===== config.mk =====
export PLATFORM = sky130hd
export DESIGN_NAME = mem_arbiter_flat
export DESIGN_NICKNAME = d
export VERILOG_FILES = /design/src/rtl/mem_arbiter_if.sv /design/src/rtl/mem_arbiter.sv /design/src/flat_wrapper.sv
export SDC_FILE = /design/constraint.sdc
export NUM_CORES = 1
export LEC_CHECK = 0
export BUFFER_PORTS_ARGS = -buffer_cell sky130_fd_sc_hd__buf_2
export CAP_MARGIN = 30
export CORE_UTILIZATION = 43
export DETAILED_ROUTE_END_ITERATION = 12
export MAX_ROUTING_LAYER = met4
export PLACE_DENSITY = 0.83
export SLEW_MARGIN = 25
export SYNTH_ARGS = -nofsm -noshare
export SYNTH_HDL_FRONTEND = slang
export SYNTH_SLANG_ARGS = --single-unit

===== constraint.sdc =====
create_clock -name clk_i -period 1.62 [get_ports clk_i]
set_input_delay 0.405 -clock clk_i [delete_from_list [all_inputs] [get_ports clk_i]]
set_output_delay 0.405 -clock clk_i [all_outputs]
set_load 0.03 [all_outputs]

===== src/rtl/mem_arbiter_if.sv =====
// Two-requester memory arbiter bus bundle.
// Requester and memory signals keep their arbiter-facing names.
interface mem_arbiter_if #(
  parameter int ADDR_WIDTH = 6,
  parameter int MEM_WIDTH  = 16
);
  logic                  m0_valid_i;
  logic                  m0_wr_rd_en_i;
  logic [ADDR_WIDTH-1:0] m0_addr_i;
  logic [MEM_WIDTH-1:0]  m0_wdata_i;
  logic                  m0_ready_o;
  logic [MEM_WIDTH-1:0]  m0_rdata_o;
  logic                  m0_err_o;

  logic                  m1_valid_i;
  logic                  m1_wr_rd_en_i;
  logic [ADDR_WIDTH-1:0] m1_addr_i;
  logic [MEM_WIDTH-1:0]  m1_wdata_i;
  logic                  m1_ready_o;
  logic [MEM_WIDTH-1:0]  m1_rdata_o;
  logic                  m1_err_o;

  logic                  valid_o;
  logic                  wr_rd_en_o;
  logic [ADDR_WIDTH-1:0] addr_o;
  logic [MEM_WIDTH-1:0]  wdata_o;
  logic                  ready_i;
  logic [MEM_WIDTH-1:0]  rdata_i;
  logic                  busy_o;

  modport slave (
    input  m0_valid_i, m0_wr_rd_en_i,
    input  m0_addr_i, m0_wdata_i,
    output m0_ready_o, m0_rdata_o, m0_err_o,
    input  m1_valid_i, m1_wr_rd_en_i,
    input  m1_addr_i, m1_wdata_i,
    output m1_ready_o, m1_rdata_o, m1_err_o,
    output valid_o, wr_rd_en_o,
    output addr_o, wdata_o,
    input  ready_i, rdata_i,
    output busy_o
  );

  modport master (
    output m0_valid_i, m0_wr_rd_en_i,
    output m0_addr_i, m0_wdata_i,
    input  m0_ready_o, m0_rdata_o, m0_err_o,
    output m1_valid_i, m1_wr_rd_en_i,
    output m1_addr_i, m1_wdata_i,
    input  m1_ready_o, m1_rdata_o, m1_err_o,
    input  valid_o, wr_rd_en_o,
    input  addr_o, wdata_o,
    output ready_i, rdata_i,
    input  busy_o
  );
endinterface


===== src/rtl/mem_arbiter.sv =====
// Round-robin arbiter sharing one memory port between two requesters.
// IDLE grants, SERVE waits on ready_i or watchdog, RESP pulses ready.
module mem_arbiter #(
  parameter int ADDR_WIDTH = 6,
  parameter int MEM_WIDTH  = 16,
  parameter int TIMEOUT    = 15
) (
  input  logic         clk_i,
  input  logic         rst_i,
  mem_arbiter_if.slave bus
);
  localparam int CW = (TIMEOUT > 0) ?
    $clog2(TIMEOUT + 1) : 1;
  localparam int LIMIT = (TIMEOUT > 0) ?
    TIMEOUT - 1 : (2 ** CW) - 1;
  localparam logic [CW-1:0] LAST = CW'(LIMIT);

  typedef enum logic [1:0] {
    IDLE,
    SERVE,
    RESP
  } state_t;

  state_t                     state_q, state_d;
  logic                       last_q, last_d;
  logic [CW-1:0]              cnt_q, cnt_d;
  logic                       valid_q, valid_d;
  logic                       wr_q, wr_d;
  logic [ADDR_WIDTH-1:0]      addr_q, addr_d;
  logic [MEM_WIDTH-1:0]       wdata_q, wdata_d;
  logic [1:0]                 rdy_q, rdy_d;
  logic [1:0]                 err_q, err_d;
  logic [1:0][MEM_WIDTH-1:0]  rdata_q, rdata_d;
  logic                       busy_q, busy_d;
  logic                       gnt;
  logic                       any_req;
  logic                       to_hit;

  assign any_req = bus.m0_valid_i | bus.m1_valid_i;
  assign to_hit  = (TIMEOUT > 0) && (cnt_q == LAST);

  // Contention goes to whoever did not own the bus last.
  assign gnt = (bus.m0_valid_i & bus.m1_valid_i) ?
    ~last_q : bus.m1_valid_i;

  always_comb begin
    state_d = state_q;
    last_d  = last_q;
    cnt_d   = cnt_q;
    valid_d = valid_q;
    wr_d    = wr_q;
    addr_d  = addr_q;
    wdata_d = wdata_q;
    rdy_d   = '0;
    err_d   = '0;
    rdata_d = rdata_q;
    unique case (state_q)
      IDLE: begin
        if (any_req) begin
          last_d  = gnt;
          cnt_d   = '0;
          valid_d = 1'b1;
          wr_d    = gnt ? bus.m1_wr_rd_en_i
                        : bus.m0_wr_rd_en_i;
          addr_d  = gnt ? bus.m1_addr_i
                        : bus.m0_addr_i;
          wdata_d = gnt ? bus.m1_wdata_i
                        : bus.m0_wdata_i;
          state_d = SERVE;
        end
      end
      SERVE: begin
        if (bus.ready_i) begin
          valid_d       = 1'b0;
          rdy_d[last_q] = 1'b1;
          if (!wr_q) rdata_d[last_q] = bus.rdata_i;
          state_d       = RESP;
        end else if (to_hit) begin
          valid_d         = 1'b0;
          rdy_d[last_q]   = 1'b1;
          err_d[last_q]   = 1'b1;
          rdata_d[last_q] = '0;
          state_d         = RESP;
        end else if (cnt_q != LAST) begin
          cnt_d = cnt_q + 1'b1;
        end
      end
      RESP: state_d = IDLE;
      default: state_d = IDLE;
    endcase
    busy_d = (state_d != IDLE);
  end

  always_ff @(posedge clk_i or negedge rst_i) begin
    if (!rst_i) begin
      state_q <= IDLE;
      last_q  <= 1'b1;
      cnt_q   <= '0;
      valid_q <= 1'b0;
      wr_q    <= 1'b0;
      addr_q  <= '0;
      wdata_q <= '0;
      rdy_q   <= '0;
      err_q   <= '0;
      rdata_q <= '0;
      busy_q  <= 1'b0;
    end else begin
      state_q <= state_d;
      last_q  <= last_d;
      cnt_q   <= cnt_d;
      valid_q <= valid_d;
      wr_q    <= wr_d;
      addr_q  <= addr_d;
      wdata_q <= wdata_d;
      rdy_q   <= rdy_d;
      err_q   <= err_d;
      rdata_q <= rdata_d;
      busy_q  <= busy_d;
    end
  end

  assign bus.valid_o    = valid_q;
  assign bus.wr_rd_en_o = wr_q;
  assign bus.addr_o     = addr_q;
  assign bus.wdata_o    = wdata_q;
  assign bus.busy_o     = busy_q;
  assign bus.m0_ready_o = rdy_q[0];
  assign bus.m1_ready_o = rdy_q[1];
  assign bus.m0_err_o   = err_q[0];
  assign bus.m1_err_o   = err_q[1];
  assign bus.m0_rdata_o = rdata_q[0];
  assign bus.m1_rdata_o = rdata_q[1];
endmodule


===== src/flat_wrapper.sv =====
// flat-port wrapper written by rule: the top's interface ports become plain ports
module mem_arbiter_flat 
#(
  parameter int ADDR_WIDTH = 6,
  parameter int MEM_WIDTH  = 16,
  parameter int TIMEOUT    = 15
)
  (clk_i, rst_i, bus_m0_valid_i, bus_m0_wr_rd_en_i, bus_m0_addr_i, bus_m0_wdata_i, bus_m0_ready_o, bus_m0_rdata_o, bus_m0_err_o, bus_m1_valid_i, bus_m1_wr_rd_en_i, bus_m1_addr_i, bus_m1_wdata_i, bus_m1_ready_o, bus_m1_rdata_o, bus_m1_err_o, bus_valid_o, bus_wr_rd_en_o, bus_addr_o, bus_wdata_o, bus_ready_i, bus_rdata_i, bus_busy_o);
  mem_arbiter_if #(.ADDR_WIDTH(ADDR_WIDTH), .MEM_WIDTH(MEM_WIDTH)) bus_i ();
  input  logic clk_i;
  input  logic rst_i;
  input wire logic [$bits(bus_i.m0_valid_i)-1:0] bus_m0_valid_i;
  input wire logic [$bits(bus_i.m0_wr_rd_en_i)-1:0] bus_m0_wr_rd_en_i;
  input wire logic [$bits(bus_i.m0_addr_i)-1:0] bus_m0_addr_i;
  input wire logic [$bits(bus_i.m0_wdata_i)-1:0] bus_m0_wdata_i;
  output wire logic [$bits(bus_i.m0_ready_o)-1:0] bus_m0_ready_o;
  output wire logic [$bits(bus_i.m0_rdata_o)-1:0] bus_m0_rdata_o;
  output wire logic [$bits(bus_i.m0_err_o)-1:0] bus_m0_err_o;
  input wire logic [$bits(bus_i.m1_valid_i)-1:0] bus_m1_valid_i;
  input wire logic [$bits(bus_i.m1_wr_rd_en_i)-1:0] bus_m1_wr_rd_en_i;
  input wire logic [$bits(bus_i.m1_addr_i)-1:0] bus_m1_addr_i;
  input wire logic [$bits(bus_i.m1_wdata_i)-1:0] bus_m1_wdata_i;
  output wire logic [$bits(bus_i.m1_ready_o)-1:0] bus_m1_ready_o;
  output wire logic [$bits(bus_i.m1_rdata_o)-1:0] bus_m1_rdata_o;
  output wire logic [$bits(bus_i.m1_err_o)-1:0] bus_m1_err_o;
  output wire logic [$bits(bus_i.valid_o)-1:0] bus_valid_o;
  output wire logic [$bits(bus_i.wr_rd_en_o)-1:0] bus_wr_rd_en_o;
  output wire logic [$bits(bus_i.addr_o)-1:0] bus_addr_o;
  output wire logic [$bits(bus_i.wdata_o)-1:0] bus_wdata_o;
  input wire logic [$bits(bus_i.ready_i)-1:0] bus_ready_i;
  input wire logic [$bits(bus_i.rdata_i)-1:0] bus_rdata_i;
  output wire logic [$bits(bus_i.busy_o)-1:0] bus_busy_o;
  assign bus_i.m0_valid_i = bus_m0_valid_i;
  assign bus_i.m0_wr_rd_en_i = bus_m0_wr_rd_en_i;
  assign bus_i.m0_addr_i = bus_m0_addr_i;
  assign bus_i.m0_wdata_i = bus_m0_wdata_i;
  assign bus_m0_ready_o = bus_i.m0_ready_o;
  assign bus_m0_rdata_o = bus_i.m0_rdata_o;
  assign bus_m0_err_o = bus_i.m0_err_o;
  assign bus_i.m1_valid_i = bus_m1_valid_i;
  assign bus_i.m1_wr_rd_en_i = bus_m1_wr_rd_en_i;
  assign bus_i.m1_addr_i = bus_m1_addr_i;
  assign bus_i.m1_wdata_i = bus_m1_wdata_i;
  assign bus_m1_ready_o = bus_i.m1_ready_o;
  assign bus_m1_rdata_o = bus_i.m1_rdata_o;
  assign bus_m1_err_o = bus_i.m1_err_o;
  assign bus_valid_o = bus_i.valid_o;
  assign bus_wr_rd_en_o = bus_i.wr_rd_en_o;
  assign bus_addr_o = bus_i.addr_o;
  assign bus_wdata_o = bus_i.wdata_o;
  assign bus_i.ready_i = bus_ready_i;
  assign bus_i.rdata_i = bus_rdata_i;
  assign bus_busy_o = bus_i.busy_o;
  mem_arbiter #(.ADDR_WIDTH(ADDR_WIDTH), .MEM_WIDTH(MEM_WIDTH), .TIMEOUT(TIMEOUT)) u_core (.clk_i(clk_i), .rst_i(rst_i), .bus(bus_i));
endmodule

# Yosys cells after proc, flatten, opt, wreduce, memory -nomap -nowiden
# Cells that the tools add are included.
dict set report word_totals {
  reg_bits 68
  elab_cells 68
  in_bits 67
  out_inout_bits 61
}
dict set report op_classes {
  n_reduce_logical 9
  add_sub_neg 1
  eq_ne 9
  muxes 30
  n_lt_le_gt_ge 2
  n_bitwise 5
}
# operator n
set op_table {}
lappend op_table {{$mux 32} 3}
lappend op_table {{$and 32x32->32} 1}
lappend op_table {{$bwmux 32} 1}
lappend op_table {{$mux 16} 2}
lappend op_table {{$not 32->32} 1}
lappend op_table {{$demux 16 s1} 1}
lappend op_table {{$mux 2} 8}
lappend op_table {{$mux 4} 4}
lappend op_table {{$pmux 4 s2} 1}
lappend op_table {{$mux 1} 6}
lappend op_table {{$mux 6} 1}
lappend op_table {{$ne 2x2->1 const B} 3}
lappend op_table {{$reduce_and 3->1} 2}
lappend op_table {{$reduce_bool 2->1} 3}
lappend op_table {{$reduce_and 5->1} 1}
lappend op_table {{$add 4x1->4 const B} 1}
lappend op_table {{$eq 4x4->1 const B} 1}
lappend op_table {{$ne 2x1->1 const B} 2}
lappend op_table {{$ne 4x4->1 const B} 1}
lappend op_table {{$pmux 2 s2} 1}
lappend op_table {{$ne 3x2->1 const B} 1}
lappend op_table {{$eq 2x1->1 const B} 1}
lappend op_table {{$logic_not 2->1} 1}
lappend op_table {{$lt 1x2->1 const B} 1}
lappend op_table {{other kinds (8)} 8}

# Longest topological paths before layout
# Gate-level depths: netlist of the first run.
dict set report depth {
  word_depth 8
  ltp_mapped 7
  ltp_nobuf 5
}

# Worst setup path before layout of the first run
# No wires, ideal clock.
dict set report synth_timing {
  kind {reg-to-reg}
  start {reg u_core.cnt_q[0]}
  end {reg u_core.rdata_q, in the netlist u_core.bus.m0_rdata_o[10]}
  required_ps 1498
  t_arrival_ps 1394
  path_buffers 2
  stages_incl_launch_ff 8
  slack_ps 104
  path_cell_list {dfrtp_1 inv_1 ha_1 a31o_1 buf_6 nand4b_4 buf_6 a32o_1}
}
dict set report synth_via {
  elab_chain_len 3
}
# element line
set synth_lines {}
lappend synth_lines {{start, declared} mem_arbiter.sv:26} ;# logic [CW-1:0] cnt_q, cnt_d;
lappend synth_lines {{start signal, assigned} mem_arbiter.sv:110} ;# cnt_q <= cnt_d;
lappend synth_lines {{$eq 4x4->1} mem_arbiter.sv:40} ;# assign to_hit = (TIMEOUT > 0) && (cnt_q == LAST);
lappend synth_lines {{$reduce_bool 2->1 (no source line)} n/a}
lappend synth_lines {{$reduce_and 3->1 (no source line)} n/a}
lappend synth_lines {{end signal, assigned} mem_arbiter.sv:117} ;# rdata_q <= rdata_d;
lappend synth_lines {{end, declared} mem_arbiter.sv:33} ;# logic [1:0][MEM_WIDTH-1:0] rdata_q, rdata_d;
# No other way between the ends.
# A chain may end at the register's enable or synchronous reset.

# Worst setup path in the final report of the first run
dict set report layout_timing {
  start {reg u_core.cnt_q[0]}
  end {reg u_core.cnt_q[3]}
}
dict set report layout_via {
  elab_chain_len 5
  word_cells_on_any_way 10
}
# element line
set layout_lines {}
lappend layout_lines {{$add 4x1->4} mem_arbiter.sv:85} ;# cnt_d = cnt_q + 1'b1;
lappend layout_lines {{$mux 4} mem_arbiter.sv:84} ;# end else if (cnt_q != LAST) begin
lappend layout_lines {{$mux 4} mem_arbiter.sv:78} ;# end else if (to_hit) begin
lappend layout_lines {{$mux 4} mem_arbiter.sv:73} ;# if (bus.ready_i) begin
lappend layout_lines {{$pmux 4 s2} mem_arbiter.sv:57} ;# unique case (state_q)
# Parallel ways exist; a longest one is shown, timed or not. The select of a mux whose other input is x is not followed.

==> reports/qor.yml, run 1 <==
skew_ns: 0.0123
grt_pass1_wl_um: 11200
syn_area_per_cell_um2: 12.1
gp_congestion: 0.831
grt_pass1_vias: 2378
dr.pass1.iters: 6
cts_root_buf: "clkbuf_8"
die_w_um: 85.4
hold_viol: 0
numCtsBuffers: 9
ctsHoldBuffers: 0
cp.required_ns: 1.83
powerDensity_mw_per_mm2: 2120
maxCapViolCount: 0
fin_crit_sh_pct: 97.1
syn-instance-count: 248
antenna_found_initial: 0
maxSlewViolCount: 0
crit_fanout: 6
area_delta_synth_final_pct: 33.3
syn_nets: 317
drc_errors: 0
wl_per_cell_um: 15.8
vias_per_cell: 5.51
whs_ns: 0.0615
track_usage_pct: 20.4
setup_violations: 0
initial_core_util_pct: 44.3
cts_tree: "yes"
crit_arrival_ns: 1.78
die_y_um: 85.4
final_util_pct: 59.1
nets: 448
status: "completed"
ys_seq_area_share_pct: 56.9
path_class: "reg -> reg"
num_rows: 30
max-vdd-ir-drop_mv: 0.856
detailroute.via_count: 2555
yosysUniqueCellTypes: 39
dieArea_mm2: 0.00730
maxSlewHeadroom_pct: 53.3
dp_hpwl_um: 4880
synth-seq-cells: 68
cts_sinks: 68
io_pins: 128
fmax_mhz: 635
antenna_left: 0
drive_above_1_share_pct: 43.8
clock_latency_ns: 0.34
total_power_uw: 8460
cp-end-kind: "flip-flop"
portBuffers: 127
worstMarginPinSlew_ns: 0.699
hold_class: "in -> async"
rsz0062_at_grt: "yes"
yosys_warnings: 0
grt_max_degree: 69
leakage_uw: 0.00200
n_antenna_cell: 0
drt_iter0_markers: 122
cts.reportedPaths.clkPinSlew_ns: 0.08
design_area_mm2: 0.00399
core_region_area_mm2: 0.00676
cts_max_level: 3
place_area_mm2: 0.00369
grt_overflow: 0
cts_buffer_depth: 2
period_needed_ns: 1.57
critPathLaunchType: "flip-flop"
wirelength_um: 7340
syn-cell-area_mm2: 0.00299
-- through the flow --
stage               TNS, ns  std cells  setup WS, ns
floorplan                 0        248         0.104
global placement          0        445        0.0299
detailed placement   -0.134        445       -0.0500
CTS                       0        461        0.0320
global route         -0.349        464       -0.0335
finish                    0        464        0.0464
-- synthesized netlist by cell type --
| cell | instances | share of area, % |
|---|---|---|
| a31o_1 | 1 | 0.29 |
| buf_2 | 2 | 0.33 |
| a21boi_1 | 1 | 0.25 |
| o21a_1 | 1 | 0.25 |
| a2bb2oi_1 | 1 | 0.29 |
| or2_4 | 1 | 0.29 |
| nor2_1 | 3 | 0.38 |
| mux2i_1 | 23 | 7.7 |
| o22ai_1 | 1 | 0.21 |
| and3_1 | 1 | 0.21 |
| nor4b_1 | 1 | 0.29 |
| and2b_1 | 2 | 0.50 |
| nand2_1 | 19 | 2.4 |
| a21boi_0 | 1 | 0.25 |
| nor4_1 | 1 | 0.21 |
| o211ai_1 | 1 | 0.25 |
| clkbuf_1 | 7 | 0.88 |
| inv_1 | 4 | 0.50 |
| nor3b_4 | 1 | 0.63 |
| nand3_1 | 4 | 0.67 |
| or2_1 | 1 | 0.21 |
| ha_1 | 2 | 0.84 |
| nand4_4 | 1 | 0.71 |
| mux2_2 | 1 | 0.38 |
| buf_4 | 4 | 1.0 |
| dfrtp_1 | 67 | 56 |
| o221ai_1 | 1 | 0.29 |
| nand4b_4 | 1 | 0.79 |
| nand2b_1 | 1 | 0.21 |
| a32o_1 | 16 | 5.4 |
| dfstp_2 | 1 | 0.88 |
| nor3_1 | 1 | 0.17 |
| o2bb2ai_1 | 16 | 4.7 |
| nor2b_1 | 1 | 0.21 |
| o31ai_1 | 1 | 0.25 |
| buf_6 | 8 | 3.0 |
| o21ai_1 | 19 | 3.2 |
| o21ai_0 | 29 | 4.8 |
| a31oi_1 | 1 | 0.21 |
-- final cells by class --
class                      count  area (µm²)
fill                         592        2770
clock inverter                 7         100
inverter                       4        15.0
clock buffer                   9         124
sequential                    68        1700
tap                           80         100
multi-input combinational    157        1200
timing repair buffer         139         751
-- power by group --
part | switching [µW] | total [µW] | internal, µW | leakage (µW)
combinational | 2680 | 4020 | 1350 | 0.00103
sequential | 460 | 2890 | 2430 | 0.000858
clock | 672 | 1550 | 877 | 0.000114
total | 3810 | 8460 | 4660 | 0.00200
-- worst max-delay path, cell delays in order (launching register included) --
cell and delay, ns:
dfrtp_1 0.38, inv_1 0.09, ha_2 0.20, a31o_4 0.29, buf_4 0.17, o22ai_2 0.21, a2bb2oi_1 0.11
-- sequential cells by signal (all words and copies together), names as in the netlist --
signal and flops:
u_core.bus.addr_o 6, u_core.bus.busy_o 1, u_core.bus.m0_rdata_o 16, u_core.bus.m1_rdata_o 16, u_core.bus.valid_o 1, u_core.bus.wdata_o 16, u_core.bus.wr_rd_en_o 1, u_core.cnt_q 4
u_core.err_q 2, u_core.last_q 1, u_core.rdy_q 2, u_core.state_q 2
-- timing repair --
item / CTS / global route
setup endpoints to repair: 19 / 36
gates resized for setup: 2 / 6
buffers inserted: 0 / 1
gates cloned: 0 / 2
pin swaps: 1 / 2
-- cells in the final DEF (no fill, tap or decap), types with 2 or more instances in the layout --
cell type	Yosys	routed
o21ai_1	19	20
dfrtp_1	67	67
o21ai_0	29	28
nand4_4	1	2
nor2_1	3	3
nand3_1	4	4
o2bb2ai_1	16	16
buf_2	2	127
bufinv_16	0	2
buf_4	4	10
inv_1	4	4
clkbuf_8	0	9
a32o_1	16	16
clkinv_4	0	3
buf_12	0	2
mux2i_1	23	23
and2b_1	2	2
nand2_1	19	19
nand4b_4	1	2
-- per-layer routing --
metal,track usage (%),wire (µm),vias up
met5,-,0,-
met4,8.18,89,0
met3,3.99,388,9
met2,32.7,3670,112
met1,25.5,3190,1238
li1,-,-,1196
-- kinds of logic (layout without fill, tap and decap cells) --
kind of cell    Yosys count  count (layout)  synth area share [%]
compound gates           90              90                  20.6
fa+ha+maj                 2               2                 0.836
buf+inv                  25             159                  5.73
flops                    68              68                  56.9
mux                      24              24                  8.07
simple gates             39              41                  7.86
-- path summary, 6_finish.rpt --
kind / start / end / slack (ns) / cells past startpoint
max: u_core.cnt_q[0] / u_core.cnt_q[3] / 0.05 / 6
min: rst_i / u_core.bus.m1_rdata_o[6] / 0.06 / 2
max reg2reg: u_core.cnt_q[0] / u_core.cnt_q[3] / 0.05 / 6
min reg2reg: u_core.bus.m0_rdata_o[1] / u_core.bus.m0_rdata_o[1] / 0.49 / 1
max in group asynchronous: rst_i / u_core.last_q / 1.21 / 2
min in group clk_i: bus_rdata_i[6] / u_core.bus.m1_rdata_o[6] / 0.31 / 3
No activity file was read; power rests on OpenSTA's default activity.
==> run 2: changes to the inputs <==
Settings changed: ABC_AREA set to 1, CORE_UTILIZATION 43 to 45, PLACE_DENSITY 0.83 to 0.84.
==> run 2 against run 1 <==
Non-clock buffer count grew 9. Die area grew 11%. Register-to-register slack gained 0.04 ns. Critical path depth shrank 1. Core utilization grew 2.9 points. Combinational power grew 17%. Hold slack lost 0.0071 ns. First-iteration DRC count grew 140%. Setup slack gained 0.039 ns. Flip-flop and latch count is the same. Critical path type unchanged.
==> reports/qor.yml, run 2 <==
status: "completed"
vias_per_cell: 5.49
core_region_area_mm2: 0.00737
hold_viol: 0
r2r-start: "u_core.last_q"
synth_area_leaders: "dfrtp_1, nand2_1, nand3_1, nand4_1, o21ai_0"
num_rows: 31
total_power_uw: 9280
rsz0062_at_grt: "yes"
powerDensity_mw_per_mm2: 2030
track_usage_pct: 26.5
maxSlewHeadroom_pct: 57.8
cp-end-kind: "flip-flop"
crit_fanout: 24
die_w_um: 89.9
antenna_found_initial: 0
detailroute.via_count: 3697
whs_ns: 0.0544
cp_slowest_cell: "dfstp_2"
grt_overflow: 0
yosysUniqueCellTypes: 27
drive_above_1_share_pct: 32.2
clock_latency_ns: 0.36
dieArea_mm2: 0.00808
antenna_left: 0
cts_buffer_depth: 2
wl_per_cell_um: 14.9
fmax_mhz: 652
synth_edf_count: 0
wirelength_um: 10000
dr.pass1.iters: 7
io_pins: 128
skew_ns: 0.00695
syn_area_per_cell_um2: 7.95
fill_cells: 627
fin_crit_sh_pct: 94.7
ys_seq_area_share_pct: 49.0
rrSetupSlack_ns: 0.09
critPathLaunchType: "flip-flop"
n_antenna_cell: 0
grt_max_degree: 69
cts_root_buf: "clkbuf_8"
maxSlewViolCount: 0
yosys_warnings: 0
crit_chain: "nand2_1, nand2_1, inv_1, o21ai_0, o21ai_0"
maxCapViolCount: 0
yosys.area.top_type: "dfrtp_1"
syn_nets: 506
max_stage_delay_ns: 0.60
numCtsBuffers: 9
yosysMostFrequentCell: "nand2_1"
synth_top_area_share_pct: 48.2
drc_errors: 0
setup_violations: 0
worstRegToRegCells: 5
mostFrequentLayoutCells: "nand2_1, buf_2, dfrtp_1"
path_class: "reg -> reg"
die_y_um: 89.9
grt_pass1_vias: 3424
hold_class: "in -> async"
syn-instance-count: 437
syn-cell-area_mm2: 0.00348
worstMarginPinSlew_ns: 0.633
synth-seq-cells: 68
cts_tree: "yes"
crit_arrival_ns: 1.77
cts_sinks: 68
yosys_most_used_dff: "dfrtp_1"
cts_max_level: 3
drt_iter0_markers: 297
cts.reportedPaths.clkPinSlew_ns: 0.07
dp_hpwl_um: 6380
leakage_uw: 0.00248
area_delta_synth_final_pct: 31.4
r2r_end: "u_core.bus.addr_o[0]"
period_needed_ns: 1.53
gp_congestion: 0.820
initial_core_util_pct: 47.2
nets: 638
final_common_cell: "nand2_1"
portBuffers: 127
grt_pass1_wl_um: 16600
synthTopCellsByCount: "nand2_1, dfrtp_1, nand3_1"
max-vdd-ir-drop_mv: 0.873
cp.required_ns: 1.86
synthArstFlopShare_pct: 100
-- run 2: cell count changes after synthesis, moves of 23 or more --
cell     before  now
nand4_1       0   33
nand3_1       4   54
nand2_1      19  147
mux2i_1      23    0
nor2_1        3   29
-- run 2: worst max-delay path by stage --
| stage | startpoint | end | slack, ns |
|---|---|---|---|
| after detailed placement | u_core.cnt_q[0] | u_core.bus.m0_rdata_o[1] | -0.22 |
| after floorplan | u_core.cnt_q[0] | u_core.bus.m0_rdata_o[10] | 0.22 |
| after CTS | u_core.state_q[1] | u_core.cnt_q[0] | -0.06 |
| final | u_core.last_q | u_core.bus.addr_o[0] | 0.09 |
| after global routing | u_core.last_q | u_core.bus.wdata_o[5] | -0.05 |
| after global placement | u_core.cnt_q[0] | u_core.bus.m0_rdata_o[6] | -0.13 |
-- run 2: final cells by class --
cell class                 instances  area [µm²]  area share [%]
tap                               99         124            2.71
clock inverter                     4        72.6            1.59
timing repair buffer             148         831            18.2
multi-input combinational        332        1650            36.2
clock buffer                      12         145            3.18
inverter                          10        37.5           0.822
sequential                        68        1700            37.3
-- run 2: power by group --
| group | internal (µW) | switching (µW) |
|---|---|---|
| clock | 907 | 656 |
| combinational | 1380 | 3310 |
| sequential | 2460 | 564 |
-- run 2: kinds of logic after synthesis --
family                   after synthesis  synth area share [%]
AND/OR/NAND/NOR                      274                  36.0
buffers and inverters                 40                  6.23
XOR/XNOR                               1                 0.252
adder cells (fa/ha/maj)                2                 0.720
flip-flops                            68                  49.0
AO/OA/AOI/OAI                         52                  7.81
-- run 2: metal layers --
metal | share of wire (%) | vias up | GRT usage (%)
met5 | 0 | - | -
met3 | 7.9 | 29 | 6.35
li1 | - | 1740 | -
met4 | 2.7 | 0 | 11.4
met2 | 48 | 205 | 39.7
met1 | 41 | 1723 | 34.5
-- run 2: metrics by stage --
stage               setup WS [ns]  utilization (%)  setup TNS [ns]  std cells  area (µm²)
floorplan                   0.217                -               0        437        3480
global placement           -0.128             56.9           -4.02        650        4200
detailed placement         -0.217             56.9           -5.78        650        4200
CTS                       -0.0570             61.0          -0.178        670        4500
global route              -0.0539             62.0          -0.446        673        4570
finish                     0.0855             62.0               0        673        4570
-- run 2: critical path, delay by kind of cell (launching register included) --
kind                   cells  cell delay (ns)
AOI/OAI and AO/OA          2             0.37
and+or+nand+nor            2             0.16
DFF                        1             0.60
buffers and inverters      1             0.28
-- run 2: what timing repair did --
item                       4_1_cts  5_1_grt
hold buffers                     0        0
pin swaps                        3        4
gates resized for setup          6        7
setup endpoints to repair       36       52
buffers inserted                 1        3
cloned                           3        0
==> run 3: changes to the inputs <==
Settings changed: CAP_MARGIN 30 to 10, CORE_UTILIZATION 45 to 50, PLACE_DENSITY 0.84 to 0.88.
Clock period 1.62 ns to 1.72 ns, I/O delays scaled along.
==> run 3 against run 2 <==
Clock skew is 0.0045 ns higher. Largest cell class unchanged. Die area down 9.8%. Sequential power down 5%.
==> reports/qor.yml, run 3 (synthesis gave the netlist of run 2 again) <==
status: "completed"
dieArea_mm2: 0.00729
antenna_left: 0
period_needed_ns: 1.56
area_delta_synth_final_pct: 26.8
track_usage_pct: 28.0
hold_class: "in -> async"
vias_per_cell: 5.60
p_clk_share_pct: 16.6
fin_crit_sh_pct: 91.0
cts_root_buf: "clkbuf_8"
setup-tns-final_ns: 0
crit_fanout: 16
cts_sinks: 68
setup_violations: 0
detailroute.via_count: 3624
total_power_uw: 8470
grt_pass1_vias: 3390
seq_power_share_pct: 34.1
swShare_pct: 48.7
cp-end-kind: "flip-flop"
seq_area_mm2: 0.00170
initial_core_util_pct: 51.4
die_w_um: 85.4
final_common_cell: "nand2_1"
mostFrequentLayoutCells: "nand2_1, buf_2, dfrtp_1"
num_rows: 30
ctsHoldBuffers: 0
skew_ns: 0.0115
maxSlewHeadroom_pct: 61.4
cts_tree: "yes"
rsz0062_at_grt: "no"
die_y_um: 85.4
multi_input_area_mm2: 0.00156
maxSlewViolCount: 0
wl_per_cell_um: 14.4
drc_errors: 0
grt_overflow: 0
grt_max_degree: 33
nets: 631
drive_above_1_share_pct: 30.2
worstMarginPinSlew_ns: 0.579
cts_buffer_depth: 2
cp.required_ns: 1.94
crit_arrival_ns: 1.78
core_region_area_mm2: 0.00676
critPathLaunchType: "flip-flop"
io_pins: 128
cts.reportedPaths.clkPinSlew_ns: 0.08
dp_hpwl_um: 6530
dr.pass1.iters: 8
fmax_mhz: 639
drt_iter0_markers: 326
clock_latency_ns: 0.34
powerDensity_mw_per_mm2: 1920
max-vdd-ir-drop_mv: 1.08
leakage_uw: 0.00245
grt_pass1_wl_um: 15700
path_class: "reg -> reg"
maxCapViolCount: 0
gp_congestion: 0.861
antenna_found_initial: 0
fill_cells: 541
portBuffers: 127
n_antenna_cell: 0
hold_viol: 0
numCtsBuffers: 9
p_int_uw: 4340
cts_max_level: 3
switchingPower_uw: 4120
cts_setup_buffers: 0
combPwrFrac_pct: 49.3
wirelength_um: 9290
ctsResizeCount: 0
==> run 3: cell count changes in the layout (fill, tap and decap cells not counted), moves of 2 or more <==
cell | before | now
buf_4 | 18 | 14
nand2_1 | 143 | 147
nand2_2 | 4 | 1
nand4_4 | 4 | 2
==> run 3: path summary, 6_finish.rpt <==
kind	start	endpoint	slack, ns	cells past startpoint
worst max-delay path	u_core.cnt_q[0]	u_core.bus.m1_rdata_o[10]	0.16	7
worst min-delay path	rst_i	u_core.bus.m0_rdata_o[7]	0.005	1
worst max register to register	u_core.cnt_q[0]	u_core.bus.m1_rdata_o[10]	0.16	7
worst min register to register	u_core.state_q[1]	u_core.bus.busy_o	0.45	1
max in group asynchronous	rst_i	u_core.last_q	1.14	2
min in group clk_i	bus_m1_addr_i[5]	u_core.bus.addr_o[5]	0.34	3
==> run 3: metal layers <==
layer,part of all wire (%),wire length [µm],vias to the layer above,global-route usage (%)
met4,2.5,234,0,13.0
met1,43,3950,1686,36.7
met5,0,0,-,-
met3,6.9,643,24,4.57
met2,48,4450,198,42.9
li1,-,-,1716,-
==> run 3: area by class of cell <==
cell class | instances | area share (%)
sequential | 68 | 38.6
clock buffer | 11 | 2.98
clock inverter | 5 | 1.76
multi-input combinational | 329 | 35.3
timing repair buffer | 144 | 18.2
tap | 80 | 2.27
inverter | 10 | 0.852
==> run 3: power groups by stage <==
| stage | logic (µW) | registers (µW) | clock network (µW) |
|---|---|---|---|
| after detailed placement | 4180 | 2880 | 0 |
| after CTS | 4180 | 2870 | 1420 |
| after floorplan | 1680 | 4090 | 0 |
| final | 4170 | 2890 | 1400 |
| after global placement | 4090 | 2870 | 0 |
| after global routing | 4550 | 2970 | 1490 |
==> run 3: through the flow <==
stage	util [%]	area [µm²]	cells	setup WS (ns)	hold slack [ns]
2_1_floorplan	-	3480	437	0.317	0.134
3_3_place_gp	62.1	4200	631	0.225	0.368
3_5_place_dp	62.1	4200	631	0.162	0.377
4_1_cts	65.2	4410	647	0.172	0.0110
5_1_grt	65.2	4410	647	0.00863	0.0132
6_report	65.2	4410	647	0.155	0.00494
==> run 3: critical path: stages, from the launching register on <==
cell	delay, ns
dfrtp_1	0.44
inv_1	0.08
ha_1	0.15
nand3_2	0.13
nand2_1	0.20
nand4_4	0.26
nand2_1	0.14
nand2_1	0.06
